File: src/rtl/sink_pkg.sv
// Shared TIS value constants and width helpers for the sink family.
package sink_pkg;

    localparam int unsigned VALUE_W = 11;
    localparam int          VAL_MAX = 999;
    localparam int          VAL_MIN = -999;

    function automatic int unsigned chan_w(input int unsigned n);
        return (n > 1) ? $clog2(n) : 1;
    endfunction

endpackage

File: src/rtl/multi_sink_if.sv
// Producer-side pulse handshake plus downstream valid/ready stream of multi_sink.
interface multi_sink_if
    import sink_pkg::*;
#(
    parameter int unsigned WIDTH    = VALUE_W,
    parameter int unsigned CHANNELS = 4,
    parameter int unsigned DEPTH    = 8
) ();

    localparam int unsigned CW = chan_w(CHANNELS);
    localparam int unsigned LW = $clog2(DEPTH + 1);

    logic [CHANNELS-1:0]       rready;
    logic [CHANNELS*WIDTH-1:0] in;
    logic [CHANNELS-1:0]       read;
    logic                      out_valid;
    logic                      out_ready;
    logic [WIDTH-1:0]          out_data;
    logic [CW-1:0]             out_chan;
    logic [LW-1:0]             level;

    modport master (
        output rready, in, out_ready,
        input  read, out_valid, out_data, out_chan, level
    );

    modport slave (
        input  rready, in, out_ready,
        output read, out_valid, out_data, out_chan, level
    );

endinterface

File: src/rtl/sink_fifo.sv
// Synchronous FIFO; head is read combinationally from storage, which is cleared on reset.
module sink_fifo #(
    parameter int unsigned WIDTH = 8,
    parameter int unsigned DEPTH = 8
) (
    input  logic                         clk,
    input  logic                         rst,
    input  logic                         push,
    input  logic                         pop,
    input  logic [WIDTH-1:0]             wdata,
    output logic [WIDTH-1:0]             rdata,
    output logic                         full,
    output logic                         empty,
    output logic [$clog2(DEPTH+1)-1:0]   level
);

    localparam int unsigned PW = (DEPTH > 1) ? $clog2(DEPTH) : 1;
    localparam int unsigned LW = $clog2(DEPTH + 1);

    logic [WIDTH-1:0] mem_q [DEPTH];
    logic [WIDTH-1:0] mem_d [DEPTH];
    logic [PW-1:0]    wr_ptr_q, wr_ptr_d;
    logic [PW-1:0]    rd_ptr_q, rd_ptr_d;
    logic [LW-1:0]    level_q, level_d;
    logic             do_push, do_pop;

    assign full  = (level_q == LW'(DEPTH));
    assign empty = (level_q == '0);
    assign level = level_q;
    assign rdata = mem_q[rd_ptr_q];

    always_comb begin
        do_push  = push && !full;
        do_pop   = pop && !empty;
        mem_d    = mem_q;
        wr_ptr_d = wr_ptr_q;
        rd_ptr_d = rd_ptr_q;
        level_d  = level_q;
        if (do_push) begin
            mem_d[wr_ptr_q] = wdata;
            wr_ptr_d        = wr_ptr_q + 1'b1;
        end
        if (do_pop) begin
            rd_ptr_d = rd_ptr_q + 1'b1;
        end
        if (do_push && !do_pop) begin
            level_d = level_q + 1'b1;
        end else if (!do_push && do_pop) begin
            level_d = level_q - 1'b1;
        end
    end

    always_ff @(posedge clk or posedge rst) begin
        if (rst) begin
            for (int unsigned i = 0; i < DEPTH; i++) begin
                mem_q[i] <= '0;
            end
            wr_ptr_q <= '0;
            rd_ptr_q <= '0;
            level_q  <= '0;
        end else begin
            mem_q    <= mem_d;
            wr_ptr_q <= wr_ptr_d;
            rd_ptr_q <= rd_ptr_d;
            level_q  <= level_d;
        end
    end

endmodule

File: src/rtl/multi_sink.sv
// Round-robin collector: pulse-acknowledged producers into one channel-tagged FIFO.
module multi_sink
    import sink_pkg::*;
#(
    parameter int unsigned WIDTH    = VALUE_W,
    parameter int unsigned CHANNELS = 4,
    parameter int unsigned DEPTH    = 8
) (
    input  logic       clk,
    input  logic       rst,
    multi_sink_if.slave bus
);

    localparam int unsigned CW = chan_w(CHANNELS);
    localparam int unsigned LW = $clog2(DEPTH + 1);
    localparam int unsigned EW = CW + WIDTH;

    logic [CHANNELS-1:0] read_q, read_d;
    logic [CW-1:0]       ptr_q, ptr_d;
    logic [CHANNELS-1:0] eligible;
    logic [WIDTH-1:0]    in_vals [CHANNELS];
    logic [CW-1:0]       grant_idx;
    logic [CW-1:0]       cand;
    logic                grant_found;
    int unsigned         scan_idx;
    int unsigned         next_ptr;
    logic                push, pop, full, empty;
    logic [EW-1:0]       wdata, rdata;
    logic [LW-1:0]       level;

    for (genvar g = 0; g < CHANNELS; g++) begin : g_unpack
        assign in_vals[g] = bus.in[g*WIDTH +: WIDTH];
    end

    // A channel whose acknowledge is still high has not yet retired its old value.
    always_comb begin
        eligible    = bus.rready & ~read_q;
        grant_found = 1'b0;
        grant_idx   = '0;
        cand        = '0;
        scan_idx    = 0;
        for (int unsigned k = 0; k < CHANNELS; k++) begin
            scan_idx = 32'(ptr_q) + k;
            if (scan_idx >= CHANNELS) begin
                scan_idx = scan_idx - CHANNELS;
            end
            cand = CW'(scan_idx);
            if (!grant_found && eligible[cand]) begin
                grant_found = 1'b1;
                grant_idx   = cand;
            end
        end
    end

    always_comb begin
        push     = grant_found && !full;
        read_d   = '0;
        ptr_d    = ptr_q;
        next_ptr = 32'(grant_idx) + 1;
        if (next_ptr >= CHANNELS) begin
            next_ptr = 0;
        end
        if (push) begin
            read_d[grant_idx] = 1'b1;
            ptr_d             = CW'(next_ptr);
        end
        wdata = {grant_idx, in_vals[grant_idx]};
    end

    always_ff @(posedge clk or posedge rst) begin
        if (rst) begin
            read_q <= '0;
            ptr_q  <= '0;
        end else begin
            read_q <= read_d;
            ptr_q  <= ptr_d;
        end
    end

    assign pop = !empty && bus.out_ready;

    sink_fifo #(
        .WIDTH (EW),
        .DEPTH (DEPTH)
    ) u_fifo (
        .clk   (clk),
        .rst   (rst),
        .push  (push),
        .pop   (pop),
        .wdata (wdata),
        .rdata (rdata),
        .full  (full),
        .empty (empty),
        .level (level)
    );

    assign bus.read      = read_q;
    assign bus.out_valid = !empty;
    assign bus.out_data  = rdata[WIDTH-1:0];
    assign bus.out_chan  = rdata[EW-1 -: CW];
    assign bus.level     = level;

endmodule

File: src/flat_wrapper.sv
// flat-port wrapper written by rule: the top's interface ports become plain ports
module multi_sink_flat import sink_pkg::*;
#(
    parameter int unsigned WIDTH    = VALUE_W,
    parameter int unsigned CHANNELS = 4,
    parameter int unsigned DEPTH    = 8
)
  (clk, rst, bus_rready, bus_in, bus_out_ready, bus_read, bus_out_valid, bus_out_data, bus_out_chan, bus_level);
  multi_sink_if #(.WIDTH(WIDTH), .CHANNELS(CHANNELS), .DEPTH(DEPTH)) bus_i ();
  input  logic clk;
  input  logic rst;
  input wire logic [$bits(bus_i.rready)-1:0] bus_rready;
  input wire logic [$bits(bus_i.in)-1:0] bus_in;
  input wire logic [$bits(bus_i.out_ready)-1:0] bus_out_ready;
  output wire logic [$bits(bus_i.read)-1:0] bus_read;
  output wire logic [$bits(bus_i.out_valid)-1:0] bus_out_valid;
  output wire logic [$bits(bus_i.out_data)-1:0] bus_out_data;
  output wire logic [$bits(bus_i.out_chan)-1:0] bus_out_chan;
  output wire logic [$bits(bus_i.level)-1:0] bus_level;
  assign bus_i.rready = bus_rready;
  assign bus_i.in = bus_in;
  assign bus_i.out_ready = bus_out_ready;
  assign bus_read = bus_i.read;
  assign bus_out_valid = bus_i.out_valid;
  assign bus_out_data = bus_i.out_data;
  assign bus_out_chan = bus_i.out_chan;
  assign bus_level = bus_i.level;
  multi_sink #(.WIDTH(WIDTH), .CHANNELS(CHANNELS), .DEPTH(DEPTH)) u_core (.clk(clk), .rst(rst), .bus(bus_i));
endmodule
File: config.mk
export PLATFORM = sky130hd
export DESIGN_NAME = multi_sink_flat
export DESIGN_NICKNAME = d
export VERILOG_FILES = /design/src/rtl/sink_pkg.sv /design/src/rtl/multi_sink_if.sv /design/src/rtl/sink_fifo.sv /design/src/rtl/multi_sink.sv /design/src/flat_wrapper.sv
export SDC_FILE = /design/constraint.sdc
export NUM_CORES = 1
export LEC_CHECK = 0
export CAP_MARGIN = 20
export CORE_ASPECT_RATIO = 0.9
export CORE_UTILIZATION = 51
export CTS_CLUSTER_SIZE = 10
export DETAILED_ROUTE_END_ITERATION = 8
export HOLD_SLACK_MARGIN = 0.15
export PLACE_DENSITY = 0.84
export SYNTH_ARGS = -nofsm -noshare
export SYNTH_HDL_FRONTEND = slang
export SYNTH_HIERARCHICAL = 1
export SYNTH_SLANG_ARGS = --single-unit
File: constraint.sdc
create_clock -name clk -period 3.7 [get_ports clk]
set_input_delay 0.555 -clock clk [delete_from_list [all_inputs] [get_ports clk]]
set_output_delay 0.555 -clock clk [all_outputs]
set_load 0.01 [all_outputs]
==> run_results.csv <==
group,metric,value,unit
status,status,"complete, no violations",
clock_tree,cts.htree.levels,4,
critical_path,rr_worst_depth,11,
critical_path,reg2reg_to,"u_core/u_fifo/level[3]$_DFFE_PP0P_",
yosys,syn_area,6195,sq um
yosys,synthMuxAreaShare,33.85,%
detailed_routing,detail-route-antenna-nets,0,
yosys,synth_area_leaders,"dfrtp_1 48%, mux2_2 14%, mux2_4 9.7%",
yosys,yosysTopAreaCell,"dfrtp_1",
timing,setup_viol,0,
floorplan,die-area,12590,sq um
power_and_ir_drop,p_per_area,1091,nW/um^2
timing,tns,0,ns
placement,gp_congestion,0.8406,
yosys,synth-seq-cells,120,
yosys,synth.most_common_cell,"dfrtp_1",
timing,fmax,0.3025,GHz
yosys,synth_top_family_by_area,"multiplexers",
global_route,first_global_vias,4331,
yosys,ys_seq_area_share,48.48,%
critical_path,rrSetupSlack,0.39,ns
timing,setup_slack,0.3944,ns
critical_path,critPathMaxStageDelay,0.72,ns
yosys,syn_inst,426,
clock_tree,cts_made_buffers,17,
yosys,yosysWarnings,6,
finish,multiInputGateArea,2983,sq um
global_route,grt_pass1_wl,22920,microns
floorplan,die_y,106.6,microns
global_route,grt_overflow_total,0,
critical_path,worstSetupEndpointType,"flop",
placement,dp_worst_setup_slack,0.04342,ns
floorplan,start_util,53.31,%
timing,drv_slew,0,
min_path,hp-class,"input port to async pin",
yosys,synth_compound_area_share,4.625,%
critical_path,required,3.98,ns
floorplan,rows,37,
timing,skew,0.01250,ns
power_and_ir_drop,p_leak,3.218,nW
clock_tree,path_clk_slew,0.05,ns
timing,finalCritPeriodShare,89.34,%
timing,grt_setup_unrepaired,"no",
yosys,synth_top_flop_cell,"dfrtp_1",
global_route,antenna_found_initial,0,
critical_path,worstSetupStartpointType,"flop",
power_and_ir_drop,vdd_ir_drop_max,0.0005178,V
yosys,synthXorXnorAreaFrac,0.8483,%
yosys,synth_top_area_share,48.48,%
critical_path,worstPathArrival,3.58,ns
yosys,synth_edf_count,0,
clock_tree,cts_tree,"yes",
detailed_routing,viasPerCell,5.767,
placement,io_buffers,72,
finish,seqCellArea,3003,sq um
critical_path,critPathKind,"flop to flop",
critical_path,cp_cell_sequence,"or4b_1, clkinv_4, a31oi_2, nand2_1, inv_1, ha_1, inv_1, ha_1, or4_1, o211ai_1, o211ai_1",
detailed_routing,vias,3910,
floorplan,coreArea,11620,sq um
detailed_routing,first_pass_iters,4,
yosys,synth_fa_ha_area_share,1.535,%
critical_path,cp_top_family,"simple AND/OR/NAND/NOR gates",
yosys,avgSynthCellArea,14.54,sq um
clock_tree,clkLatencyLatePin,0.41,ns
yosys,syn_nets,484,
detailed_routing,routedWlPerCell,20.98,microns
placement,hpwl,9071,microns
yosys,synth_cell_type_count,50,
floorplan,pin_count,73,
finish,post-route-util,65.87,%
detailed_routing,routed_wl,14220,microns
critical_path,crit_buf_inv,3,
critical_path,r2r-start,"u_core/u_fifo/level[1]$_DFFE_PP0P_",
detailed_routing,initialDrtViolationCount,247,
finish,n_fill_cell,791,
floorplan,dieWidth,118.2,microns
yosys,async_reset_ff_share,100.0,%
finish,antenna_cells,0,
timing,layout_min_cycle_time,3.306,ns
finish,syn_to_final_growth,23.55,%
timing,tightest_slew,0.9781,ns
critical_path,slowest_stage,"or4b_1",
detailed_routing,route.detailed.drc,0,
critical_path,worstPathMaxFanout,7,
yosys,synth-simple-area-share,7.190,%
global_route,grt_max_degree,59,
finish,drive_gt1_share,39.46,%
clock_tree,clock-sinks,120,
yosys,synth_common_cells,"120 x dfrtp_1, 75 x mux2_2, 40 x mux2_4",
job,maxCapViolCount,0,
timing,hold_viol_final,0,
clock_tree,clockBufferDepth,2,
global_route,grtUsageTotal,24.19,%
finish,nets,567,
timing,relSlewSlack,34.79,%
clock_tree,cts_root_buf,"clkbuf_16",
==> power by group <==
part	switching, mW	leakage, nW	internal, mW
clock	0.595	0.265	0.992
combinational	1.90	1.53	2.38
sequential	0.472	1.43	2.01
total	2.97	3.22	5.38
==> cell usage in the layout, fill, tap and decap left out, drive strengths merged, types with 6 or more instances in the layout <==
master / Yosys / layout
dfrtp: 120 / 120
mux2: 120 / 120
clkdlybuf4s50: 0 / 72
nand2: 39 / 39
mux4: 26 / 26
clkbuf: 5 / 18
buf: 18 / 15
a21oi: 15 / 15
a32oi: 11 / 11
inv: 9 / 11
clkinvlp: 0 / 6
ha: 6 / 6
==> worst max path at each step <==
stage	to	depth (start not counted)	slack [ns]	from
after floorplan	u_core/u_fifo/level[0]$_DFFE_PP0P_	1	0.13	rst
after global routing	u_core/u_fifo/level[3]$_DFFE_PP0P_	11	0.18	u_core/u_fifo/level[1]$_DFFE_PP0P_
after CTS	u_core/u_fifo/level[3]$_DFFE_PP0P_	11	0.31	u_core/u_fifo/level[3]$_DFFE_PP0P_
after detailed placement	u_core/u_fifo/level[3]$_DFFE_PP0P_	12	0.04	bus_rready[3]
final	u_core/u_fifo/level[3]$_DFFE_PP0P_	11	0.39	u_core/u_fifo/level[1]$_DFFE_PP0P_
after global placement	u_core/u_fifo/level[3]$_DFFE_PP0P_	12	0.20	bus_rready[3]
==> sequential cells by signal, summed over array words and instances, names as in the netlist <==
register                flops
u_core/u_fifo/wr_ptr_q      3
u_core/bus.read             4
u_core/u_fifo/rd_ptr_q      3
u_core/u_fifo/level         4
u_core/u_fifo/mem_q       104
u_core/ptr_q                2
==> stage by stage <==
stage	total power [mW]	instances	hold slack, ns	area, sq um
global route	8.811	678	0.4920	7654
global placement	6.447	646	0.4689	7068
floorplan	5.457	426	0.3460	6195
detailed placement	6.684	646	0.4836	7068
CTS	8.364	678	0.4678	7647
finish	8.353	678	0.4625	7654
==> layout make-up <==
cell class                 count  share of cell area, %
multi-input combinational    273                  38.97
clock inverter                14                  1.962
inverter                      10                 0.6212
timing repair buffer          87                  11.05
clock buffer                  18                  5.607
tap                          156                  2.550
sequential                   120                  39.23
==> metal layers <==
layer  wire [microns]  share of wire (%)  vias up  global-route usage (%)
met3              466                3.3       31                   5.526
met1             6138                 43     2037                   30.26
li1                 -                  -     1748                       -
met4              342                2.4        0                   11.36
met5                0                  0        -                       0
met2             7274                 51       94                   40.04
==> repair_timing <==
| action | 4_1_cts | 5_1_grt |
|---|---|---|
| hold buffers | 0 | 0 |
| resized for setup | 0 | 1 |
| buffers inserted | 0 | 0 |
| setup endpoints to repair | 0 | 1 |
==> worst reg2reg max path, cell delays in order, from the launching register on <==
cell      delay, ns
dfrtp_1        0.46
or4b_1         0.72
clkinv_4       0.17
a31oi_2        0.09
nand2_1        0.16
inv_1          0.07
ha_1           0.25
inv_1          0.15
ha_1           0.32
or4_1          0.54
o211ai_1       0.13
o211ai_1       0.11
==> cell families (layout without fill, tap and decap cells) <==
group	after synthesis	count (layout)
AOI/OAI and AO/OA	37	37
and+or+nand+nor	76	76
xor gates and xnor gates	6	6
muxes	147	147
buffers and inverters	33	129
adders and majority gates	7	7
DFF	120	120
Note: power is estimated with default switching activity, not from simulation.
